## src/rtl/axis_udp_pkt_generator_if.sv

```systemverilog
// AXI-Stream bundle for the UDP/CMAC TX packet generator.
// The master drives the payload and the slave drives tready.
interface axis_udp_pkt_generator_if #(
  parameter int DATA_WIDTH = 512,
  parameter int KEEP_WIDTH = DATA_WIDTH / 8,
  parameter int USER_WIDTH = 1
);
  logic                  tvalid;
  logic                  tready;
  logic [DATA_WIDTH-1:0] tdata;
  logic [KEEP_WIDTH-1:0] tkeep;
  logic                  tlast;
  logic [USER_WIDTH-1:0] tuser;

  modport master (output tvalid, tdata, tkeep, tlast, tuser, input tready);
  modport slave  (input tvalid, tdata, tkeep, tlast, tuser, output tready);
endinterface

```

## src/rtl/axis_udp_pkt_generator.sv

```systemverilog
// Synthetic AXI-Stream packet source with a self-describing payload and
// TX packet, beat and cycle counters for throughput measurement.
module axis_udp_pkt_generator #(
  parameter int DATA_WIDTH = 512,
  parameter int KEEP_WIDTH = DATA_WIDTH / 8,
  parameter int USER_WIDTH = 1
) (
  input  logic                            clk,
  input  logic                            rst_n,
  input  logic                            enable,
  input  logic [15:0]                     pkt_size,
  input  logic [31:0]                     pkt_interval,
  input  logic [31:0]                     pkt_num,
  axis_udp_pkt_generator_if.master        m_axis,
  output logic                            busy,
  output logic                            done,
  output logic [31:0]                     sent_pkt_count,
  output logic [31:0]                     total_beat_count,
  output logic [31:0]                     run_cycle_count
);

  typedef enum logic [1:0] {S_IDLE, S_SEND, S_GAP, S_DONE} state_e;

  state_e                state_q, state_d;
  logic [9:0]            beat_q, beat_d;
  logic [9:0]            last_beat_q, last_beat_d;
  logic [6:0]            rem_q, rem_d;
  logic [15:0]           seq_q, seq_d;
  logic [31:0]           interval_q, interval_d;
  logic [31:0]           gap_q, gap_d;
  logic [31:0]           num_q, num_d;
  logic [31:0]           sent_q, sent_d;
  logic [31:0]           beats_q, beats_d;
  logic [31:0]           cycles_q, cycles_d;
  logic                  tvalid_q, tvalid_d;
  logic                  tlast_q, tlast_d;
  logic [DATA_WIDTH-1:0] tdata_q, tdata_d;
  logic [KEEP_WIDTH-1:0] tkeep_q, tkeep_d;
  logic                  busy_q, busy_d;
  logic                  done_q, done_d;

  logic                  hs;
  logic                  start_pkt;
  logic                  load;
  logic [15:0]           size_m1;
  logic [9:0]            new_last_beat;
  logic [6:0]            new_rem;

  // Size 0 behaves as 1 byte; size-1 splits into last-beat index and residue.
  assign size_m1       = (pkt_size == 16'd0) ? 16'd0 : pkt_size - 16'd1;
  assign new_last_beat = size_m1[15:6];
  assign new_rem       = {1'b0, size_m1[5:0]} + 7'd1;
  assign hs            = tvalid_q & m_axis.tready;

  function automatic logic [DATA_WIDTH-1:0] beat_data(input logic [15:0] seq,
                                                      input logic [9:0]  beat);
    logic [DATA_WIDTH-1:0] d;
    d = '0;
    for (int k = 0; k < DATA_WIDTH / 32; k++) begin
      d[32*k +: 32] = {seq, 2'b00, beat, k[3:0]};
    end
    return d;
  endfunction

  always_comb begin
    // NOTE: every always_comb target gets a default first so no latch is inferred.
    state_d     = state_q;
    beat_d      = beat_q;
    last_beat_d = last_beat_q;
    rem_d       = rem_q;
    seq_d       = seq_q;
    interval_d  = interval_q;
    gap_d       = gap_q;
    num_d       = num_q;
    sent_d      = sent_q;
    beats_d     = beats_q;
    cycles_d    = cycles_q;
    tvalid_d    = tvalid_q;
    tlast_d     = tlast_q;
    tdata_d     = tdata_q;
    tkeep_d     = tkeep_q;
    start_pkt   = 1'b0;
    load        = 1'b0;

    case (state_q)
      S_IDLE: begin
        if (enable) begin
          state_d   = S_SEND;
          num_d     = pkt_num;
          sent_d    = '0;
          beats_d   = '0;
          cycles_d  = '0;
          seq_d     = '0;
          start_pkt = 1'b1;
        end
      end
      S_SEND: begin
        cycles_d = cycles_q + 32'd1;
        if (hs) begin
          beats_d = beats_q + 32'd1;
          if (tlast_q) begin
            sent_d = sent_q + 32'd1;
            seq_d  = seq_q + 16'd1;
            if ((num_q != 32'd0) && (sent_d == num_q)) begin
              state_d = S_DONE;
            end else if (!enable) begin
              state_d = S_IDLE;
            end else if (interval_q == 32'd0) begin
              start_pkt = 1'b1;
            end else begin
              state_d = S_GAP;
              gap_d   = interval_q;
            end
            if (!start_pkt) begin
              tvalid_d = 1'b0;
              tlast_d  = 1'b0;
            end
          end else begin
            beat_d = beat_q + 10'd1;
            load   = 1'b1;
          end
        end
      end
      S_GAP: begin
        cycles_d = cycles_q + 32'd1;
        if (gap_q <= 32'd1) begin
          gap_d = '0;
          if (!enable) begin
            state_d = S_IDLE;
          end else begin
            state_d   = S_SEND;
            start_pkt = 1'b1;
          end
        end else begin
          gap_d = gap_q - 32'd1;
        end
      end
      S_DONE: begin
        if (!enable) state_d = S_IDLE;
      end
      default: state_d = S_IDLE;
    endcase

    // Config is sampled only here, so a packet in flight never sees a change.
    if (start_pkt) begin
      interval_d  = pkt_interval;
      last_beat_d = new_last_beat;
      rem_d       = new_rem;
      beat_d      = '0;
      load        = 1'b1;
    end

    if (load) begin
      tvalid_d = 1'b1;
      tdata_d  = beat_data(seq_d, beat_d);
      tlast_d  = (beat_d == last_beat_d);
      tkeep_d  = tlast_d ? ({KEEP_WIDTH{1'b1}} >> (KEEP_WIDTH - int'(rem_d)))
                         : {KEEP_WIDTH{1'b1}};
    end

    busy_d = (state_d == S_SEND) || (state_d == S_GAP);
    done_d = (state_d == S_DONE);
  end

  always_ff @(posedge clk or negedge rst_n) begin
    if (!rst_n) begin
      state_q     <= S_IDLE;
      beat_q      <= '0;
      last_beat_q <= '0;
      rem_q       <= '0;
      seq_q       <= '0;
      interval_q  <= '0;
      gap_q       <= '0;
      num_q       <= '0;
      sent_q      <= '0;
      beats_q     <= '0;
      cycles_q    <= '0;
      tvalid_q    <= 1'b0;
      tlast_q     <= 1'b0;
      tdata_q     <= '0;
      tkeep_q     <= '0;
      busy_q      <= 1'b0;
      done_q      <= 1'b0;
    end else begin
      // NOTE: non-blocking assignments keep every flop sampling pre-edge values.
      state_q     <= state_d;
      beat_q      <= beat_d;
      last_beat_q <= last_beat_d;
      rem_q       <= rem_d;
      seq_q       <= seq_d;
      interval_q  <= interval_d;
      gap_q       <= gap_d;
      num_q       <= num_d;
      sent_q      <= sent_d;
      beats_q     <= beats_d;
      cycles_q    <= cycles_d;
      tvalid_q    <= tvalid_d;
      tlast_q     <= tlast_d;
      tdata_q     <= tdata_d;
      tkeep_q     <= tkeep_d;
      busy_q      <= busy_d;
      done_q      <= done_d;
    end
  end

  assign m_axis.tvalid    = tvalid_q;
  assign m_axis.tdata     = tdata_q;
  assign m_axis.tkeep     = tkeep_q;
  assign m_axis.tlast     = tlast_q;
  assign m_axis.tuser     = '0;
  assign busy             = busy_q;
  assign done             = done_q;
  assign sent_pkt_count   = sent_q;
  assign total_beat_count = beats_q;
  assign run_cycle_count  = cycles_q;

endmodule

```

## src/flat_wrapper.sv

```systemverilog
// flat-port wrapper written by rule: the top's interface ports become plain ports
module axis_udp_pkt_generator_flat 
#(
  parameter int DATA_WIDTH = 512,
  parameter int KEEP_WIDTH = DATA_WIDTH / 8,
  parameter int USER_WIDTH = 1
)
  (clk, rst_n, enable, pkt_size, pkt_interval, pkt_num, busy, done, sent_pkt_count, total_beat_count, run_cycle_count, m_axis_tvalid, m_axis_tdata, m_axis_tkeep, m_axis_tlast, m_axis_tuser, m_axis_tready);
  axis_udp_pkt_generator_if #(.DATA_WIDTH(DATA_WIDTH), .KEEP_WIDTH(KEEP_WIDTH), .USER_WIDTH(USER_WIDTH)) m_axis_i ();
  input  logic clk;
  input  logic rst_n;
  input  logic enable;
  input  logic [15:0] pkt_size;
  input  logic [31:0] pkt_interval;
  input  logic [31:0] pkt_num;
  output logic busy;
  output logic done;
  output logic [31:0] sent_pkt_count;
  output logic [31:0] total_beat_count;
  output logic [31:0] run_cycle_count;
  output wire logic [$bits(m_axis_i.tvalid)-1:0] m_axis_tvalid;
  output wire logic [$bits(m_axis_i.tdata)-1:0] m_axis_tdata;
  output wire logic [$bits(m_axis_i.tkeep)-1:0] m_axis_tkeep;
  output wire logic [$bits(m_axis_i.tlast)-1:0] m_axis_tlast;
  output wire logic [$bits(m_axis_i.tuser)-1:0] m_axis_tuser;
  input wire logic [$bits(m_axis_i.tready)-1:0] m_axis_tready;
  assign m_axis_tvalid = m_axis_i.tvalid;
  assign m_axis_tdata = m_axis_i.tdata;
  assign m_axis_tkeep = m_axis_i.tkeep;
  assign m_axis_tlast = m_axis_i.tlast;
  assign m_axis_tuser = m_axis_i.tuser;
  assign m_axis_i.tready = m_axis_tready;
  axis_udp_pkt_generator #(.DATA_WIDTH(DATA_WIDTH), .KEEP_WIDTH(KEEP_WIDTH), .USER_WIDTH(USER_WIDTH)) u_core (.clk(clk), .rst_n(rst_n), .enable(enable), .pkt_size(pkt_size), .pkt_interval(pkt_interval), .pkt_num(pkt_num), .m_axis(m_axis_i), .busy(busy), .done(done), .sent_pkt_count(sent_pkt_count), .total_beat_count(total_beat_count), .run_cycle_count(run_cycle_count));
endmodule
```

## config.mk

```make
export PLATFORM = sky130hd
export DESIGN_NAME = axis_udp_pkt_generator_flat
export DESIGN_NICKNAME = d
export VERILOG_FILES = /design/src/rtl/axis_udp_pkt_generator_if.sv /design/src/rtl/axis_udp_pkt_generator.sv /design/src/flat_wrapper.sv
export SDC_FILE = /design/constraint.sdc
export NUM_CORES = 1
export LEC_CHECK = 0
export ABC_CLOCK_PERIOD_IN_PS = 10400
export CORE_AREA = 2 2 297 299
export CTS_CLUSTER_SIZE = 16
export DETAILED_ROUTE_END_ITERATION = 10
export DIE_AREA = 0 0 299 301
export GPL_ROUTABILITY_DRIVEN = 0
export MAX_ROUTING_LAYER = met4
export PLACE_DENSITY = 0.55
export SLEW_MARGIN = 20
export SYNTH_ARGS = -nofsm -noshare
export SYNTH_HDL_FRONTEND = slang
export SYNTH_SLANG_ARGS = --single-unit
```

## constraint.sdc

```tcl
create_clock -name clk -period 10.4 [get_ports clk]
set_input_delay 2.08 -clock clk [delete_from_list [all_inputs] [get_ports clk]]
set_output_delay 2.08 -clock clk [all_outputs]
set_load 0.1 [all_outputs]
```

-- Word level (Yosys, flattened, before mapping)
Index checks and enable logic that the tools add are counted.
- logic and storage cells: 125
- output and inout port bits: 677
- flip-flop bits (word level): 753
- input port bits: 84
- shift operators: 1
- reductions and logical operators: 20
- multiplexer cells: 61
- add/sub/neg operators: 9
- bitwise operators: 1
- equality and inequality tests: 15
- $lt $le $gt $ge: 1
- operators with widths (cell ; count):
    two-way mux 32 bit ; 10
    case mux 32 bit (2 select lines) ; 4
    adder 32 x 1 -> 32 bit, second input constant ; 3
    two-way mux 16 bit ; 4
    two-way mux 64 bit ; 1
    right shift 64 x 32 -> 64 bit, first input constant ; 1
    two-way mux 10 bit ; 5
    == test 32 bit ; 1
    less-or-equal comparator 32 x 1 -> 1 bit, second input constant ; 1
    zero test 32 bit ; 1
    case mux 16 bit (2 select lines) ; 1
    nonzero test 32 bit ; 1
    subtractor 32 x 1 -> 32 bit, second input constant ; 1
    two-way mux 1 bit ; 25
    adder 16 x 1 -> 16 bit, second input constant ; 1
    zero test 16 bit ; 1
    two-way mux 2 bit ; 8
    subtractor 16 x 1 -> 16 bit, second input constant ; 1
    nonzero test 2 bit ; 6
    adder 10 x 1 -> 10 bit, second input constant ; 1
    == test 10 bit ; 1
    == test 2 bit, second input constant ; 4
    != test 2 bit, second input constant ; 4
    case mux 2 bit (4 select lines) ; 1
    other kinds (15) ; 21

-- Longest topological paths before layout
- depth in word-level cells: 14
- mapped depth: 25
- depth with buffers taken out: 21

-- Least setup slack after synthesis
OpenSTA, ideal clock, no wires.
- path kind: register -> register
- from: register u_core.sent_q[0] (netlist: u_core.sent_pkt_count[0])
- to: register u_core.tkeep_q[21] (netlist: u_core.m_axis.tkeep[21])
- setup slack: 4194 ps
- clock period less this slack: 6206 ps
- buffers on the path: 5
- cell stages (with the launch flop): 23
- arrival: 6083 ps
- library setup time: 123 ps
- cells stage by stage: dfrtp_1 ha_1 nand3_1 or4_4 or3_1 buf_2 or3b_1 a31oi_1 a21oi_1 o311ai_4 nand2_2 buf_4 buf_6 clkbuf_1 a21oi_1 inv_1 ha_1 clkbuf_1 or2_2 a2111oi_0 nor2_1 and2_1 o221a_2
- cells in the longest elaborated chain, start to end: 14
- elaborated cells on any way between the ends: 18
- classes of those cells: add/sub (2); eq/ne (2); shift (1); mux (12); reduce/logical (1)
- ends and longest elaborated chain (item ; RTL line ; RTL):
    start: declaration ; axis_udp_pkt_generator.sv:32 ; logic [31:0] sent_q, sent_d;
    start signal: assignment ; axis_udp_pkt_generator.sv:194 ; sent_q <= sent_d;
    adder 32 x 1 -> 32 bit ; axis_udp_pkt_generator.sv:102 ; sent_d = sent_q + 32'd1;
    == test 32 bit ; axis_udp_pkt_generator.sv:104 ; if ((num_q != 32'd0) && (sent_d == num_q)) begin
    logical AND 1 bit ; axis_udp_pkt_generator.sv:104 ;
    two-way mux 1 bit ; axis_udp_pkt_generator.sv:104 ;
    two-way mux 1 bit ; axis_udp_pkt_generator.sv:101 ; if (tlast_q) begin
    two-way mux 1 bit ; axis_udp_pkt_generator.sv:99 ; if (hs) begin
    two-way mux 1 bit ; axis_udp_pkt_generator.sv:85 ; case (state_q)
    two-way mux 1 bit ; axis_udp_pkt_generator.sv:101 ;
    two-way mux 1 bit ; axis_udp_pkt_generator.sv:99 ;
    case mux 1 bit (3 select lines) ; axis_udp_pkt_generator.sv:85 ;
    two-way mux 7 bit ; axis_udp_pkt_generator.sv:145 ; if (start_pkt) begin
    net u_core.rem_d[0] ; axis_udp_pkt_generator.sv:27 ; logic [6:0] rem_q, rem_d;
    subtractor 7 x 7 -> 8 bit ; axis_udp_pkt_generator.sv:157 ; tkeep_d = tlast_d ? ({KEEP_WIDTH{1'b1}} >> (KEEP_WIDTH - int'(rem_d)))
    right shift 64 x 32 -> 64 bit ; axis_udp_pkt_generator.sv:157 ;
    two-way mux 64 bit ; axis_udp_pkt_generator.sv:157 ;
    end signal: assignment ; axis_udp_pkt_generator.sv:200 ; tkeep_q <= tkeep_d;
    end: declaration ; axis_udp_pkt_generator.sv:38 ; logic [KEEP_WIDTH-1:0] tkeep_q, tkeep_d;
The timed path passes the listed nets, and every way through them passes these cells. The select of a mux whose other input is x is not followed.
A chain may end at the register's enable or synchronous reset.

-- Final worst setup path
- from: register u_core.sent_q[0] (netlist: u_core.sent_pkt_count[0])
- to: register u_core.tkeep_q[2] (netlist: u_core.m_axis.tkeep[2])
Same word-level chain as after synthesis.

==> flow_metrics.env <==
export IMPL_htreeDepth=2
export IMPL_synth_flop_cell="dfrtp_1"
export IMPL_clk_pin_slew_ns=0.06
export IMPL_regToRegSetupSlack_ns=3.18
export IMPL_drt_pass1_iter_count=6
export IMPL_r2r_start="u_core.sent_pkt_count[0]"
export IMPL_cts_root_buffer="clkbuf_16"
export IMPL_max_freq_mhz=138.5
export IMPL_critPathMaxStageDelay_ns=0.70
export IMPL_seq_area_frac_synth_pct=38.41
export IMPL_path_class="flop to flop"
export IMPL_timing_rr_end="u_core.m_axis.tkeep[2]"
export IMPL_syn2layout_area_growth_pct=28.47
export IMPL_wl_per_cell_um=19.46
export IMPL_critPathBufInv=1
export IMPL_critPathArrivalTime_ns=7.64
export IMPL_critPathMaxFanout=74
export IMPL_hold_slack_ns=0.4733
export IMPL_crit_end="u_core.m_axis.tkeep[2]"
export IMPL_async_flop_share_pct=100.0
export IMPL_grt_overflow=0
export IMPL_skew_ns=0.05053
export IMPL_hp_class="flop to flop"
export IMPL_rows=108
export IMPL_crit_family="simple AND/OR/NAND/NOR gates"
export IMPL_dp_hpwl_um=57910
export IMPL_dp_slack_ns=3.188
export IMPL_viasPerCell=4.586
export IMPL_cts_sinks=332
export IMPL_initial_utilization_pct=25.01
export IMPL_placed_cells=3858
export IMPL_post_route_period_util_pct=69.42
export IMPL_tightest_slew_ns=1.155
export IMPL_layout_setup_ws_ns=3.180
export IMPL_ys_warn_count=0
export IMPL_numCtsBuffers=41
export IMPL_post_cts_resized=0
export IMPL_drv_slew=0
export IMPL_io_buffers=695
export IMPL_cts_hold_buf=0
export IMPL_final_common_cell="clkdlybuf4s50_1"
export IMPL_outcome="finished, final reports clean"
export IMPL_drc_errors=0
export IMPL_grtUsageTotal_pct=16.59
export IMPL_ios=761
export IMPL_reg2reg_depth=20
export IMPL_clk_latency_ns=0.58
export IMPL_crit_slowest_cell="or4_4"
export IMPL_clockBufferDepth=3
export IMPL_startpoint="u_core.sent_pkt_count[0]"
export IMPL_die_y_um=301
export IMPL_syn_inst=2513
export IMPL_crit_chain="ha_1 -> nand3_1 -> or4_4 -> or3_1 -> or3b_1 -> a31oi_1 -> a21oi_1 -> o311ai_4 -> nand2_4 -> nor2_1 -> a21oi_1 -> inv_1 -> ha_1 -> nand4b_1 -> xnor2_1 -> nor2_1 -> o21ai_1 -> nand2_2 -> nor2_1 -> a311oi_1"
export IMPL_postRouteAntennaNets=0
export IMPL_grt_pass1_vias=16950
export IMPL_maxCapViolCount=0
export IMPL_nNetsFinal=2846
export IMPL_vias=18040
export IMPL_cts_tree="done"
export IMPL_grt_max_degree=95
export IMPL_cp_common_cell="nor2_1"
export IMPL_finalHoldViolations=0
export IMPL_core_area_um2=86480
export IMPL_rsz0062_at_grt="no"
export IMPL_setup_violations=0
export IMPL_fin_cells=3934
export IMPL_grt_pass1_wl_um=111700
export IMPL_end_kind="flop"
export IMPL_cp_start_kind="flop"
export IMPL_required_ns=10.82
export IMPL_drt_iter0_markers=1436
export IMPL_drive_gt1_share_pct=7.169
export IMPL_netlist_area_um2=21630
export IMPL_avgSynthCellArea_um2=8.608
export IMPL_worst_path_stages=20
export IMPL_ys_ff_latch=332
export IMPL_synth_distinct_cells=97
export IMPL_post_route_min_period_ns=7.220
export IMPL_antenna_found_initial=3
export IMPL_synth_edff_count=0
export IMPL_postCtsSetupRepairBufs=0
export IMPL_die_area_um2=90000
export IMPL_dieWidth_um=299
export IMPL_final_cell_mix="clkdlybuf4s50_1, dfrtp_1, nand2_1"
export IMPL_relSlewSlack_pct=22.79
export IMPL_fin_tns_setup_ns=0
export IMPL_routed_wl_um=76550
[registers in the layout, summed over array words and instances, names as in the netlist, 7 cells and up]
signal and cells:
u_core.m_axis.tdata 27, u_core.m_axis.tkeep 64, u_core.num_q 32, u_core.gap_q 32, u_core.last_beat_q 10, u_core.run_cycle_count 32, u_core.sent_pkt_count 32, u_core.total_beat_count 32
u_core.beat_q 10, u_core.interval_q 32, u_core.seq_q 16, u_core.rem_q 7
[layer usage]
metal  vias up  wire (µm)  global-route usage, %
met2       624      36450                  26.75
li1       8516          -                      -
met5         -          0                      -
met3       113       4340                  2.684
met1      8788      32950                  20.90
met4         0       2811                  6.190
[cell usage after synthesis (4+ instances only)]
library cell | count | area [µm²]
nor3_1 | 44 | 220.2
ha_1 | 16 | 200.2
or3_1 | 25 | 156.4
a211oi_1 | 16 | 120.1
or2_2 | 7 | 43.79
buf_2 | 14 | 70.07
inv_1 | 32 | 120.1
a31oi_1 | 13 | 81.33
mux2_2 | 47 | 529.3
clkbuf_1 | 86 | 322.8
and3_1 | 25 | 156.4
nand2b_1 | 12 | 75.07
nor2_1 | 271 | 1017
a311oi_1 | 8 | 70.07
nor2b_1 | 14 | 87.58
a21oi_1 | 108 | 540.5
nand2_1 | 289 | 1085
xor2_1 | 85 | 744.5
nor4_1 | 35 | 219.0
o21ai_0 | 160 | 800.8
nand3_1 | 65 | 325.3
o211ai_1 | 8 | 60.06
and2_1 | 20 | 125.1
dfrtp_1 | 332 | 8308
mux2i_1 | 19 | 190.2
nor3b_1 | 7 | 52.55
buf_4 | 488 | 3664
nand4_1 | 37 | 231.5
a22oi_1 | 19 | 142.6
xnor2_1 | 59 | 516.8
o31ai_1 | 18 | 135.1
a2111oi_0 | 4 | 35.03
buf_1 | 5 | 18.77
and4_1 | 10 | 87.58
o41ai_1 | 5 | 43.79
o21a_1 | 6 | 45.04
o22a_1 | 5 | 43.79
a32oi_1 | 6 | 52.55
o22ai_1 | 6 | 37.54
[layout make-up]
class	count	area, µm²
antenna	3	7.507
clock buffer	60	1210
clock inverter	13	197.7
fill	8946	58690
inverter	34	127.6
multi-input combinational	1614	9365
sequential	332	8308
tap	1155	1445
timing repair buffer	723	7129
[cells by family after synthesis]
group,after synthesis,synth area share (%)
other,1,0.01734
adders and majority gates,16,0.9254
DFF,332,38.41
xor gates and xnor gates,146,6.039
and+or+nand+nor,893,19.32
muxes,67,3.389
buffers and inverters,631,19.61
AOI/OAI and AO/OA,427,12.29
[stage by stage]
stage	cell area, µm²	utilization (%)
after global routing	27790	32.13
after CTS	27780	32.12
final	27790	32.13
after floorplan	21870	-
after global placement	26370	30.50
after detailed placement	26370	30.50
[how the worst min path moves through the flow]
stage          cells after the start  slack (ns)                     start                       end
5_1_grt                            1        0.49  u_core.m_axis.tdata[483]  u_core.m_axis.tdata[483]
2_1_floorplan                      2        0.46     u_core.last_beat_q[3]     u_core.last_beat_q[3]
4_1_cts                            1        0.48  u_core.m_axis.tdata[483]  u_core.m_axis.tdata[483]
6_report                           1        0.47  u_core.m_axis.tdata[483]  u_core.m_axis.tdata[483]
3_5_place_dp                       1        0.47  u_core.m_axis.tdata[483]  u_core.m_axis.tdata[483]
3_3_place_gp                       1        0.46  u_core.m_axis.tdata[483]  u_core.m_axis.tdata[483]
Power is left out: the tool's default activity adds up to more than one toggle a clock period on the data nets, which glitch-free logic cannot reach.
